--- src/rtl/vram_arbiter_pkg.sv ---
// Shared defaults and slot-owner encoding for the VRAM arbiter.
package vram_arbiter_pkg;

  localparam int unsigned FB_W_DEFAULT     = 160;
  localparam int unsigned FB_H_DEFAULT     = 120;
  localparam int unsigned SCALE_SH_DEFAULT = 2;
  localparam int unsigned ADDR_W_DEFAULT   = 15;
  localparam int unsigned DATA_W_DEFAULT   = 8;

  // Width of the pixel coordinates coming from the timing generator.
  localparam int unsigned POS_W = 10;

  // Which agent owns the VRAM port in a given cycle.
  typedef enum logic [1:0] {
    SLOT_IDLE = 2'd0,
    SLOT_DISP = 2'd1,
    SLOT_M0   = 2'd2,
    SLOT_M1   = 2'd3
  } slot_t;

endpackage

--- src/rtl/vram_arbiter_addr_gen.sv ---
// Texel address generator: screen position -> linear texel address via
// shift-add (no multiplier), plus a framebuffer range check on a second
// address so master accesses can be qualified with the same logic.
module fb_addr_gen
  import vram_arbiter_pkg::*;
#(
  parameter int unsigned FB_W     = FB_W_DEFAULT,
  parameter int unsigned FB_H     = FB_H_DEFAULT,
  parameter int unsigned SCALE_SH = SCALE_SH_DEFAULT,
  parameter int unsigned ADDR_W   = ADDR_W_DEFAULT
) (
  input  logic [POS_W-1:0]  x_pos,
  input  logic [POS_W-1:0]  y_pos,
  input  logic [ADDR_W-1:0] chk_addr,
  output logic [ADDR_W-1:0] texel_addr,
  output logic              chk_in_range
);

  localparam int unsigned FB_TEXELS = FB_W * FB_H;
  localparam logic [31:0] FB_W_BITS = 32'(FB_W);

  logic [POS_W-1:0] col;
  logic [POS_W-1:0] row;

  assign col = x_pos >> SCALE_SH;
  assign row = y_pos >> SCALE_SH;

  // row*FB_W unrolled into one shifted add per set bit of the constant width
  always_comb begin
    texel_addr = ADDR_W'(col);
    for (int unsigned i = 0; i < 32; i++) begin
      if (FB_W_BITS[i]) begin
        texel_addr = texel_addr + (ADDR_W'(row) << i);
      end
    end
  end

  // Addresses past the last texel are granted but must not touch the RAM
  assign chk_in_range = (32'(chk_addr) < FB_TEXELS);

endmodule

--- src/rtl/vram_arbiter.sv ---
// Single-port VRAM arbiter: a display fetch slot every fourth active pixel,
// all remaining cycles shared round-robin between two masters.
// Optional build macro VRAM_ARB_STATS_EN adds per-master stall counters.
module vram_arbiter
  import vram_arbiter_pkg::*;
#(
  parameter int unsigned FB_W     = FB_W_DEFAULT,
  parameter int unsigned FB_H     = FB_H_DEFAULT,
  parameter int unsigned SCALE_SH = SCALE_SH_DEFAULT,
  parameter int unsigned ADDR_W   = ADDR_W_DEFAULT,
  parameter int unsigned DATA_W   = DATA_W_DEFAULT
) (
  input  logic              clk,
  input  logic              rst_n,
  input  logic              display_on,
  input  logic [POS_W-1:0]  x_pos,
  input  logic [POS_W-1:0]  y_pos,
  output logic [DATA_W-1:0] pix_data,
  output logic              pix_valid,
  input  logic              m0_req,
  input  logic              m0_we,
  input  logic [ADDR_W-1:0] m0_addr,
  input  logic [DATA_W-1:0] m0_wdata,
  output logic              m0_gnt,
  output logic              m0_rvalid,
  output logic [DATA_W-1:0] m0_rdata,
  input  logic              m1_req,
  input  logic              m1_we,
  input  logic [ADDR_W-1:0] m1_addr,
  input  logic [DATA_W-1:0] m1_wdata,
  output logic              m1_gnt,
  output logic              m1_rvalid,
  output logic [DATA_W-1:0] m1_rdata,
  output logic [ADDR_W-1:0] vram_addr,
  output logic              vram_we,
  output logic [DATA_W-1:0] vram_wdata,
  input  logic [DATA_W-1:0] vram_rdata
`ifdef VRAM_ARB_STATS_EN
  ,
  output logic [15:0]       m0_stall_cnt,
  output logic [15:0]       m1_stall_cnt
`endif
);

  slot_t             owner_c;
  logic              disp_slot_c;
  logic              rr_ptr;          // 1: m1 has priority on the next tie
  logic [ADDR_W-1:0] sel_addr_c;
  logic [ADDR_W-1:0] disp_addr_c;
  logic              in_range_c;
  logic [ADDR_W-1:0] addr_q;
  logic [DATA_W-1:0] wdata_q;
  logic              rd_oor_q;
  logic              disp_d1;
  logic              don_d1;

  assign disp_slot_c = display_on && (x_pos[1:0] == 2'b00);
  assign sel_addr_c  = (owner_c == SLOT_M1) ? m1_addr : m0_addr;

  fb_addr_gen #(
    .FB_W     (FB_W),
    .FB_H     (FB_H),
    .SCALE_SH (SCALE_SH),
    .ADDR_W   (ADDR_W)
  ) u_addr_gen (
    .x_pos        (x_pos),
    .y_pos        (y_pos),
    .chk_addr     (sel_addr_c),
    .texel_addr   (disp_addr_c),
    .chk_in_range (in_range_c)
  );

  // Slot owner: reset idles the port, display beats masters, ties round-robin
  always_comb begin
    owner_c = SLOT_IDLE;
    if (!rst_n) begin
      owner_c = SLOT_IDLE;
    end else if (disp_slot_c) begin
      owner_c = SLOT_DISP;
    end else if (m0_req && m1_req) begin
      owner_c = rr_ptr ? SLOT_M1 : SLOT_M0;
    end else if (m0_req) begin
      owner_c = SLOT_M0;
    end else if (m1_req) begin
      owner_c = SLOT_M1;
    end
  end

  // Drive the RAM port and grants for the owner; idle cycles replay the last address/data
  always_comb begin
    vram_addr  = addr_q;
    vram_wdata = wdata_q;
    vram_we    = 1'b0;
    m0_gnt     = 1'b0;
    m1_gnt     = 1'b0;
    case (owner_c)
      SLOT_DISP: vram_addr = disp_addr_c;
      SLOT_M0: begin
        m0_gnt     = 1'b1;
        vram_addr  = m0_addr;
        vram_wdata = m0_wdata;
        vram_we    = m0_we && in_range_c;
      end
      SLOT_M1: begin
        m1_gnt     = 1'b1;
        vram_addr  = m1_addr;
        vram_wdata = m1_wdata;
        vram_we    = m1_we && in_range_c;
      end
      default: ;
    endcase
  end

  // Round-robin pointer, read-return flags and last-driven RAM port values
  always_ff @(posedge clk or negedge rst_n) begin
    if (!rst_n) begin
      rr_ptr    <= 1'b0;
      addr_q    <= '0;
      wdata_q   <= '0;
      m0_rvalid <= 1'b0;
      m1_rvalid <= 1'b0;
      rd_oor_q  <= 1'b0;
    end else begin
      addr_q    <= vram_addr;
      wdata_q   <= vram_wdata;
      if (owner_c == SLOT_M0) begin
        rr_ptr <= 1'b1;
      end else if (owner_c == SLOT_M1) begin
        rr_ptr <= 1'b0;
      end
      m0_rvalid <= (owner_c == SLOT_M0) && !m0_we;
      m1_rvalid <= (owner_c == SLOT_M1) && !m1_we;
      rd_oor_q  <= !in_range_c;
    end
  end

  // Read data comes straight off the RAM in the rvalid cycle; out-of-range reads return 0
  assign m0_rdata = (m0_rvalid && !rd_oor_q) ? vram_rdata : '0;
  assign m1_rdata = (m1_rvalid && !rd_oor_q) ? vram_rdata : '0;

  // Display pipeline: capture slot data one cycle after the RAM returns it
  always_ff @(posedge clk or negedge rst_n) begin
    if (!rst_n) begin
      disp_d1   <= 1'b0;
      don_d1    <= 1'b0;
      pix_valid <= 1'b0;
      pix_data  <= '0;
    end else begin
      disp_d1   <= (owner_c == SLOT_DISP);
      don_d1    <= display_on;
      pix_valid <= don_d1;
      if (!don_d1) begin
        pix_data <= '0;
      end else if (disp_d1) begin
        pix_data <= vram_rdata;
      end
    end
  end

`ifdef VRAM_ARB_STATS_EN
  // Saturating count of cycles each master waited with a pending request
  always_ff @(posedge clk or negedge rst_n) begin
    if (!rst_n) begin
      m0_stall_cnt <= '0;
      m1_stall_cnt <= '0;
    end else begin
      if (m0_req && !m0_gnt && (m0_stall_cnt != 16'hFFFF)) begin
        m0_stall_cnt <= m0_stall_cnt + 16'd1;
      end
      if (m1_req && !m1_gnt && (m1_stall_cnt != 16'hFFFF)) begin
        m1_stall_cnt <= m1_stall_cnt + 16'd1;
      end
    end
  end
`endif

endmodule

--- config.mk ---
export PLATFORM = sky130hd
export DESIGN_NAME = vram_arbiter
export DESIGN_NICKNAME = d
export VERILOG_FILES = /design/src/rtl/vram_arbiter_pkg.sv /design/src/rtl/vram_arbiter_addr_gen.sv /design/src/rtl/vram_arbiter.sv
export SDC_FILE = /design/constraint.sdc
export NUM_CORES = 1
export LEC_CHECK = 0
export CAP_MARGIN = 20
export CORE_MARGIN = 5
export CORE_UTILIZATION = 41
export DETAILED_ROUTE_END_ITERATION = 8
export GPL_ROUTABILITY_DRIVEN = 0
export PLACE_DENSITY_LB_ADDON = 0.25
export SETUP_SLACK_MARGIN = 0.4
export SYNTH_ARGS = -nofsm -noshare
export SYNTH_HDL_FRONTEND = slang
export SYNTH_SLANG_ARGS = --single-unit
export TNS_END_PERCENT = 20
--- constraint.sdc ---
create_clock -name clk -period 5.2 [get_ports clk]
set_input_delay 0.52 -clock clk [delete_from_list [all_inputs] [get_ports clk]]
set_output_delay 0.52 -clock clk [all_outputs]
set_load 0.005 [all_outputs]
==> metrics.log, run 1 <==
INFO  metric run_status = finished clean
INFO  metric global_route_wire_length_before_repair = 11.3 mm
INFO  metric crit_path_start_kind = input pin
INFO  metric grt.total_usage = slightly below 20%
INFO  metric clock_tree_from_tritoncts = yes
INFO  metric multiInputGateArea = roughly 1300 um^2
INFO  metric final_standard_cell_area_without_fillers = 3740 um^2
INFO  metric die-area = just over 7000 um^2
INFO  metric numCtsBuffers = 5
INFO  metric syn_inst = roughly 230
INFO  metric cp_data_required_time = 4.68 ns
INFO  metric die_width = 84.8 um
INFO  metric antenna-diode-count = 0
INFO  metric final_core_util = between 60% and 70%
INFO  metric area_growth_syn_to_layout = 63.1%
INFO  metric groute.layer.met3.usage = 5.89%
INFO  metric power.density_cell_area = around 230 nW/um^2
INFO  metric cts_root_buffer = clkbuf_8
INFO  metric cts.repair_timing.setup_buffer_count = 0
INFO  metric setup-tns-final = 0 ns
INFO  metric layout_worst_path_cycle_share = between 70% and 80%
INFO  metric clock_skew = 0.00464 ns
INFO  metric timing.final.setup_violations = 0
INFO  metric synth_enable_flop_cells = 0
INFO  metric power.internal = slightly above 0.6 mW
INFO  metric firstDrtPassIters = 4
INFO  metric clock_pin_slew_reported_for_the_worst_setup_and_hold_paths_after_clock_tree_synthesis = 0.07 ns
INFO  metric avg_synthesized_cell_area = 10.1 um^2
INFO  metric grt.overflow.total = 0
INFO  metric power.switching_fraction = a little over a quarter
INFO  metric clock_power_share = 23.6%
INFO  metric place_inst = 425
INFO  metric grt.met2_usage = between 30% and 40%
INFO  metric comb_power_share = 35.6%
INFO  metric p_sw = between 0.2 and 0.25 mW
INFO  metric synth.cell_area = between 2000 and 2500 um^2
INFO  metric first_global_vias = between 2,000 and 2,500
INFO  metric fin_nets = 458
INFO  metric hold_path_class = input pin to asynchronous set/reset pin
INFO  metric final-instance-count-excl-fill = roughly 430
INFO  metric cts.path.max_buffers = 2
INFO  metric final_common_cell = clkdlybuf4s50_1
INFO  metric asyncSetResetFlopFracSynth = between 90% and 100%
INFO  metric remaining_drc_errors = 0
INFO  metric regArea = between 900 and 1000 um^2
INFO  metric num_io_pins = 134
INFO  metric filler_cell_count = around 440
INFO  metric ys_warn_count = 0
INFO  metric initialDrtViolationCount = 82
INFO  metric power.ir.vdd_worst = ~180 uV
INFO  metric vias_per_cell = 5.28
INFO  metric crit_type = input pin to primary output
INFO  metric arr_time_crit_path = roughly 3.6 ns
INFO  metric number_of_antenna_violations_at_the_first_check_in_global_routing = 0
INFO  metric hold_viol = 0
INFO  metric detailroute.via_count = ~2,300
INFO  metric place_hpwl = approximately 5.6 mm
INFO  metric mappedNetlistNets = 326
INFO  metric grt_busiest_layer = met2
INFO  metric core_area = between 5000 and 6000 um^2
INFO  metric clock_network_latency_to_the_later_pin_of_the_worst_skew_pair = between 0.2 and 0.3 ns
INFO  metric post_dp_cell_area = about 3700 um^2
INFO  metric timing.critical_path.fanout_max = 2
INFO  metric ctsHoldBuffers = 0
INFO  metric setup_repair_after_global_routing_missed_its_margin = no
INFO  metric seq_power_share = 40.8%
INFO  metric die_y = 84.8 um
INFO  metric post_drt_wl_per_cell = ~17 um
INFO  metric placement_rows = 27
INFO  metric timing_worst_slew_pin_value = 1.06 ns
INFO  metric max_freq = approximately 250 MHz
INFO  metric end_kind = primary output
INFO  metric synth.yosys.seq_area_share = between 40% and 50%
INFO  metric cell_leakage_power = between 1.5 and 2 nW
INFO  metric grt_start_max_net_pins = 27
INFO  metric cts.sink_count = 38
INFO  metric final_layout_size_suffix_gt1_share = 4.46%
INFO  metric post_cts_resized = 0
INFO  metric initial_utilization = a little over two fifths
INFO  metric mostFrequentLayoutCells = 130 x clkdlybuf4s50_1, 38 x dfrtp_1, 24 x nand2_1, 17 x and2_1, 15 x ha_1
INFO  metric max_cap_violations = 0
INFO  metric io_buffer_count = roughly 130
INFO  metric final_period_minus_worst_setup_slack = between 4 and 5 ns
INFO  metric route.final.wire_length = between 7 and 8 mm
INFO  metric yosys_most_used_dff = dfrtp_1
INFO  metric finalMaxSlewViolations = 0
INFO  metric synth_cell_types = 47
INFO  metric max-slew-margin-rel = between 20% and 30%
INFO  metric final_antenna_net_count = 0
INFO  metric synth_seq_cells = 38
INFO  metric global_route.usage.met1 = between 20 and 25%
INFO  metric htree_num_levels = 2
## synth_stat cells (all sizes together), types with 3 or more instances
cell type	count	area, um^2
inv	11	41.3
o21ai	11	55.1
o31ai	4	35.0
buf	5	36.3
a21oi	7	35.0
nor3	3	15.0
mux2i	9	90.1
clkbuf	3	11.3
dfrtp	38	951
a22o	6	52.6
nor2	7	28.8
nand2	25	96.4
ha	15	188
a221o	9	90.1
and2	17	106
nor2b	14	87.6
a22oi	13	97.6
## worst max-delay path, stage by stage
cell and delay, ns:
clkdlybuf4s50_1 0.48, inv_1 0.07, fa_1 0.55, inv_1 0.05, ha_1 0.30, a211oi_1 0.33, o21ai_0 0.17, a31oi_1 0.22
xor2_1 0.10, o21ai_0 0.22, clkdlybuf4s50_1 0.55
## path summary, 6_finish.rpt
check	startpoint	to	slack, ns	cells past startpoint
worst max register to register	rr_ptr	addr_q[7]	3.21	5
worst max-delay path	y_pos[2]	vram_addr[13]	1.12	11
worst min-delay path	rst_n	pix_data[5]	0.16	1
worst min register to register	wdata_q[1]	wdata_q[1]	0.50	2
max in group asynchronous	rst_n	wdata_q[4]	4.35	2
min in group clk	wdata_q[1]	wdata_q[1]	0.50	2
## area by class of cell
class / count / area share [%]
timing repair buffer: 133 / 35.3
clock buffer: 6 / 2.21
inverter: 11 / 1.10
sequential: 38 / 25.4
tap: 72 / 2.41
multi-input combinational: 171 / 33.5
## power by group through the flow
stage / sequential, mW / clock, mW / combinational (mW)
floorplan: 0.346 / 0 / 0.130
CTS: 0.343 / 0.207 / 0.303
finish: 0.344 / 0.199 / 0.300
global route: 0.346 / 0.217 / 0.327
detailed placement: 0.349 / 0 / 0.301
global placement: 0.348 / 0 / 0.295
## state kept, by name, summed over array words and instances (netlist names)
signal     count
addr_q        15
pix_data       8
wdata_q        8
disp_d1        1
don_d1         1
m0_rvalid      1
m1_rvalid      1
pix_valid      1
rd_oor_q       1
rr_ptr         1
## through the flow
step / hold slack, ns / worst slack [ns] / power (mW)
detailed placement: 0.475 / 1.13 / 0.650
global placement: 0.474 / 1.15 / 0.642
global route: 0.176 / 0.890 / 0.891
floorplan: 0.224 / 2.32 / 0.475
finish: 0.158 / 1.12 / 0.843
CTS: 0.156 / 1.11 / 0.854
## per-layer routing
metal  routed length [um]  part of all wire (%)
met3                  632                   8.7
met2                 3490                    48
met5                    0                     0
met4                  155                   2.1
met1                 2950                    41
## cell families after synthesis
kind of cell / after synthesis / synth area share, %
simple gates: 75 / 17.5
compound gates: 66 / 21.8
flops: 38 / 41.5
buf+inv: 19 / 3.87
fa+ha+maj: 17 / 9.93
mux: 9 / 3.93
xor+xnor: 4 / 1.53
Power figures use the tool's default switching activity.
==> inputs of run 2 (changes only) <==
--- a/config.mk
+++ b/config.mk
@@ -7,7 +7,7 @@
 export LEC_CHECK = 0
 export CAP_MARGIN = 20
 export CORE_MARGIN = 5
-export CORE_UTILIZATION = 41
+export CORE_UTILIZATION = 38
 export DETAILED_ROUTE_END_ITERATION = 8
 export GPL_ROUTABILITY_DRIVEN = 0
 export PLACE_DENSITY_LB_ADDON = 0.25
==> constraint.sdc (replaced) <==
create_clock -name clk -period 3.9 [get_ports clk]
set_input_delay 0.39 -clock clk [delete_from_list [all_inputs] [get_ports clk]]
set_output_delay 0.39 -clock clk [all_outputs]
set_load 0.005 [all_outputs]
==> run 2 against run 1 <==
Compared with the run above:
- non-clock buffer count rose by 1
- global-route usage fell by 1.6 points
- clock power up 34%
- first-iteration DRC count down 30%
- count of clock-buffer cells in the layout stayed put
- critical path depth fell by 1
- critical path type unchanged
- critical endpoint is now vram_addr[14]
==> metrics.log, run 2 (synthesis gave the netlist of run 1 again) <==
INFO  metric depth_of_the_worst_register_to_register_path = 5
INFO  metric crit_start = y_pos[4]
INFO  metric final_period_minus_worst_setup_slack = 3.47 ns
INFO  metric mostFrequentLayoutCells = 126 x clkdlybuf4s50_1, 38 x dfrtp_1, 24 x nand2_1, 17 x and2_1, 15 x ha_1
INFO  metric ff2ff_setup_slack = 2.27 ns
INFO  metric setup-tns-final = 0 ns
INFO  metric largest_reg_flops = 15
INFO  metric finalMaxSlewViolations = 0
INFO  metric crit_type = input pin to primary output
INFO  metric clock_network_latency_to_the_later_pin_of_the_worst_skew_pair = between 0.2 and 0.3 ns
INFO  metric arr_time_crit_path = between 3 and 4 ns
INFO  metric grt_start_max_net_pins = between 40 and 50
INFO  metric num_io_pins = 134
INFO  metric regArea = ~950 um^2
INFO  metric cts.path.max_buffers = 2
INFO  metric final_standard_cell_area_without_fillers = about 3800 um^2
INFO  metric final_common_cell = clkdlybuf4s50_1
INFO  metric die-area = 7690 um^2
INFO  metric grt.total_usage = between 10% and 20%
INFO  metric clock_pin_slew_reported_for_the_worst_setup_and_hold_paths_after_clock_tree_synthesis = 0.07 ns
INFO  metric die_y = between 80 and 90 um
INFO  metric reg2reg_to = addr_q[7]
INFO  metric antenna-diode-count = 0
INFO  metric place_worst_setup_slack = between 0.1 and 0.15 ns
INFO  metric timing.final.setup_violations = 0
INFO  metric fin_nets = 459
INFO  metric final-instance-count-excl-fill = between 400 and 500
INFO  metric area_growth_syn_to_layout = 65.1%
INFO  metric run_status = finished clean
INFO  metric setup_repair_after_global_routing_missed_its_margin = yes
INFO  metric cts_root_buffer = clkbuf_8
INFO  metric io_buffer_count = between 100 and 150
INFO  metric largestRegisters = addr_q x15, pix_data x8, wdata_q x8
INFO  metric cell_leakage_power = between 1.5 and 2 nW
INFO  metric grt.overflow.total = 0
INFO  metric place_hpwl = around 5.5 mm
INFO  metric filler_cell_count = 497
INFO  metric remaining_drc_errors = 0
INFO  metric end_kind = primary output
INFO  metric timing_worst_slew_pin_value = roughly 0.70 ns
INFO  metric multiInputGateArea = 1280 um^2
INFO  metric final_layout_size_suffix_gt1_share = under 10%
INFO  metric place_inst = about 430
INFO  metric number_of_antenna_violations_at_the_first_check_in_global_routing = 0
INFO  metric post_drt_wl_per_cell = ~16 um
INFO  metric cp_data_required_time = approximately 3.5 ns
INFO  metric p_total = between 1 and 1.5 mW
INFO  metric rr_startpoint = rr_ptr
INFO  metric crit_path_start_kind = input pin
INFO  metric route.final.wire_length = slightly above 7 mm
INFO  metric die_width = slightly below 90 um
INFO  metric final_critical_path_setup_slack = around 0.43 ns
INFO  metric crit_path_end = vram_addr[14]
INFO  metric max_cap_violations = 0
INFO  metric initialDrtViolationCount = 57
INFO  metric vias_per_cell = 5.11
INFO  metric layout_worst_path_cycle_share = between 80 and 90%
INFO  metric numCtsBuffers = 5
INFO  metric power.density_cell_area = between 200 and 300 nW/um^2
INFO  metric clock_skew = between 0.004 and 0.005 ns
INFO  metric core_area = 5890 um^2
INFO  metric power.ir.vdd_worst = 190 uV
INFO  metric final_antenna_net_count = 0
INFO  metric hold_viol = 0
INFO  metric firstDrtPassIters = 5
INFO  metric first_global_vias = about 2,200
INFO  metric max_freq = around 290 MHz
INFO  metric timing.critical_path.fanout_max = 3
INFO  metric hold_path_class = input pin to asynchronous set/reset pin
INFO  metric registers.top_by_ff_count = addr_q
INFO  metric detailroute.via_count = between 2,000 and 2,500
INFO  metric cts.sink_count = 38
INFO  metric global_route_wire_length_before_repair = between 10 and 15 mm
INFO  metric placement_rows = 28
INFO  metric htree_num_levels = 2
INFO  metric post_dp_cell_area = between 3000 and 4000 um^2
INFO  metric initial_utilization = between 30% and 40%
INFO  metric max-slew-margin-rel = a little over half
INFO  metric clock_tree_from_tritoncts = yes
## run 2: worst min-delay path by stage
stage	cells after the start	endpoint	slack [ns]	startpoint
3_5_place_dp	2	wdata_q[2]	0.48	wdata_q[2]
6_report	2	m1_rvalid	0.20	rst_n
5_1_grt	2	pix_valid	0.24	rst_n
2_1_floorplan	0	addr_q[0]	0.09	rst_n
4_1_cts	2	wdata_q[0]	0.21	rst_n
3_3_place_gp	2	addr_q[7]	0.48	addr_q[7]
## run 2: per-layer routing
| layer | up-vias | global-route usage, % | share of wire, % |
|---|---|---|---|
| li1 | 1099 | - | - |
| met1 | 1035 | 24.1 | 43 |
| met4 | 0 | 3.77 | 0.83 |
| met3 | 4 | 5.36 | 8.3 |
| met5 | - | 0 | 0 |
| met2 | 83 | 30.0 | 48 |
## run 2: where the power goes
part | total, mW | internal, mW | switching, mW | leakage, nW
Sequential | 0.459 | 0.441 | 0.0171 | 0.483
Clock | 0.267 | 0.136 | 0.131 | 0.0431
Combinational | 0.402 | 0.240 | 0.162 | 1.10
## run 2: final cells by class
class / count / area share (%)
inverters: 11 / 1.09
repair buffers: 134 / 35.3
well taps: 75 / 2.48
clock buffers: 6 / 2.18
flip-flops and latches: 38 / 25.1
multi-input cells: 171 / 33.8
## run 2: timing repair
action / CTS / global route
gates cloned: 0 / 0
hold buffers: 0 / 0
pin swaps: 1 / 6
endpoints found under the setup margin: 5 / 9
gates resized for setup: 4 / 7
buffers inserted: 0 / 0
## run 2: worst max-delay path, cell delays in order
cell	delay [ns]
clkdlybuf4s50_1	0.48
inv_1	0.07
fa_2	0.57
fa_2	0.23
nor2b_1	0.06
o31a_1	0.31
o41ai_2	0.25
a21boi_0	0.14
o31ai_1	0.30
dlygate4sd2_1	0.28
## run 2: through the flow
| stage | utilization (%) | hold slack, ns |
|---|---|---|
| after global placement | 62.1 | 0.477 |
| after detailed placement | 62.3 | 0.483 |
| final | 64.3 | 0.199 |
| after floorplan | - | 0.0944 |
| after CTS | 63.9 | 0.212 |
| after global routing | 64.3 | 0.239 |
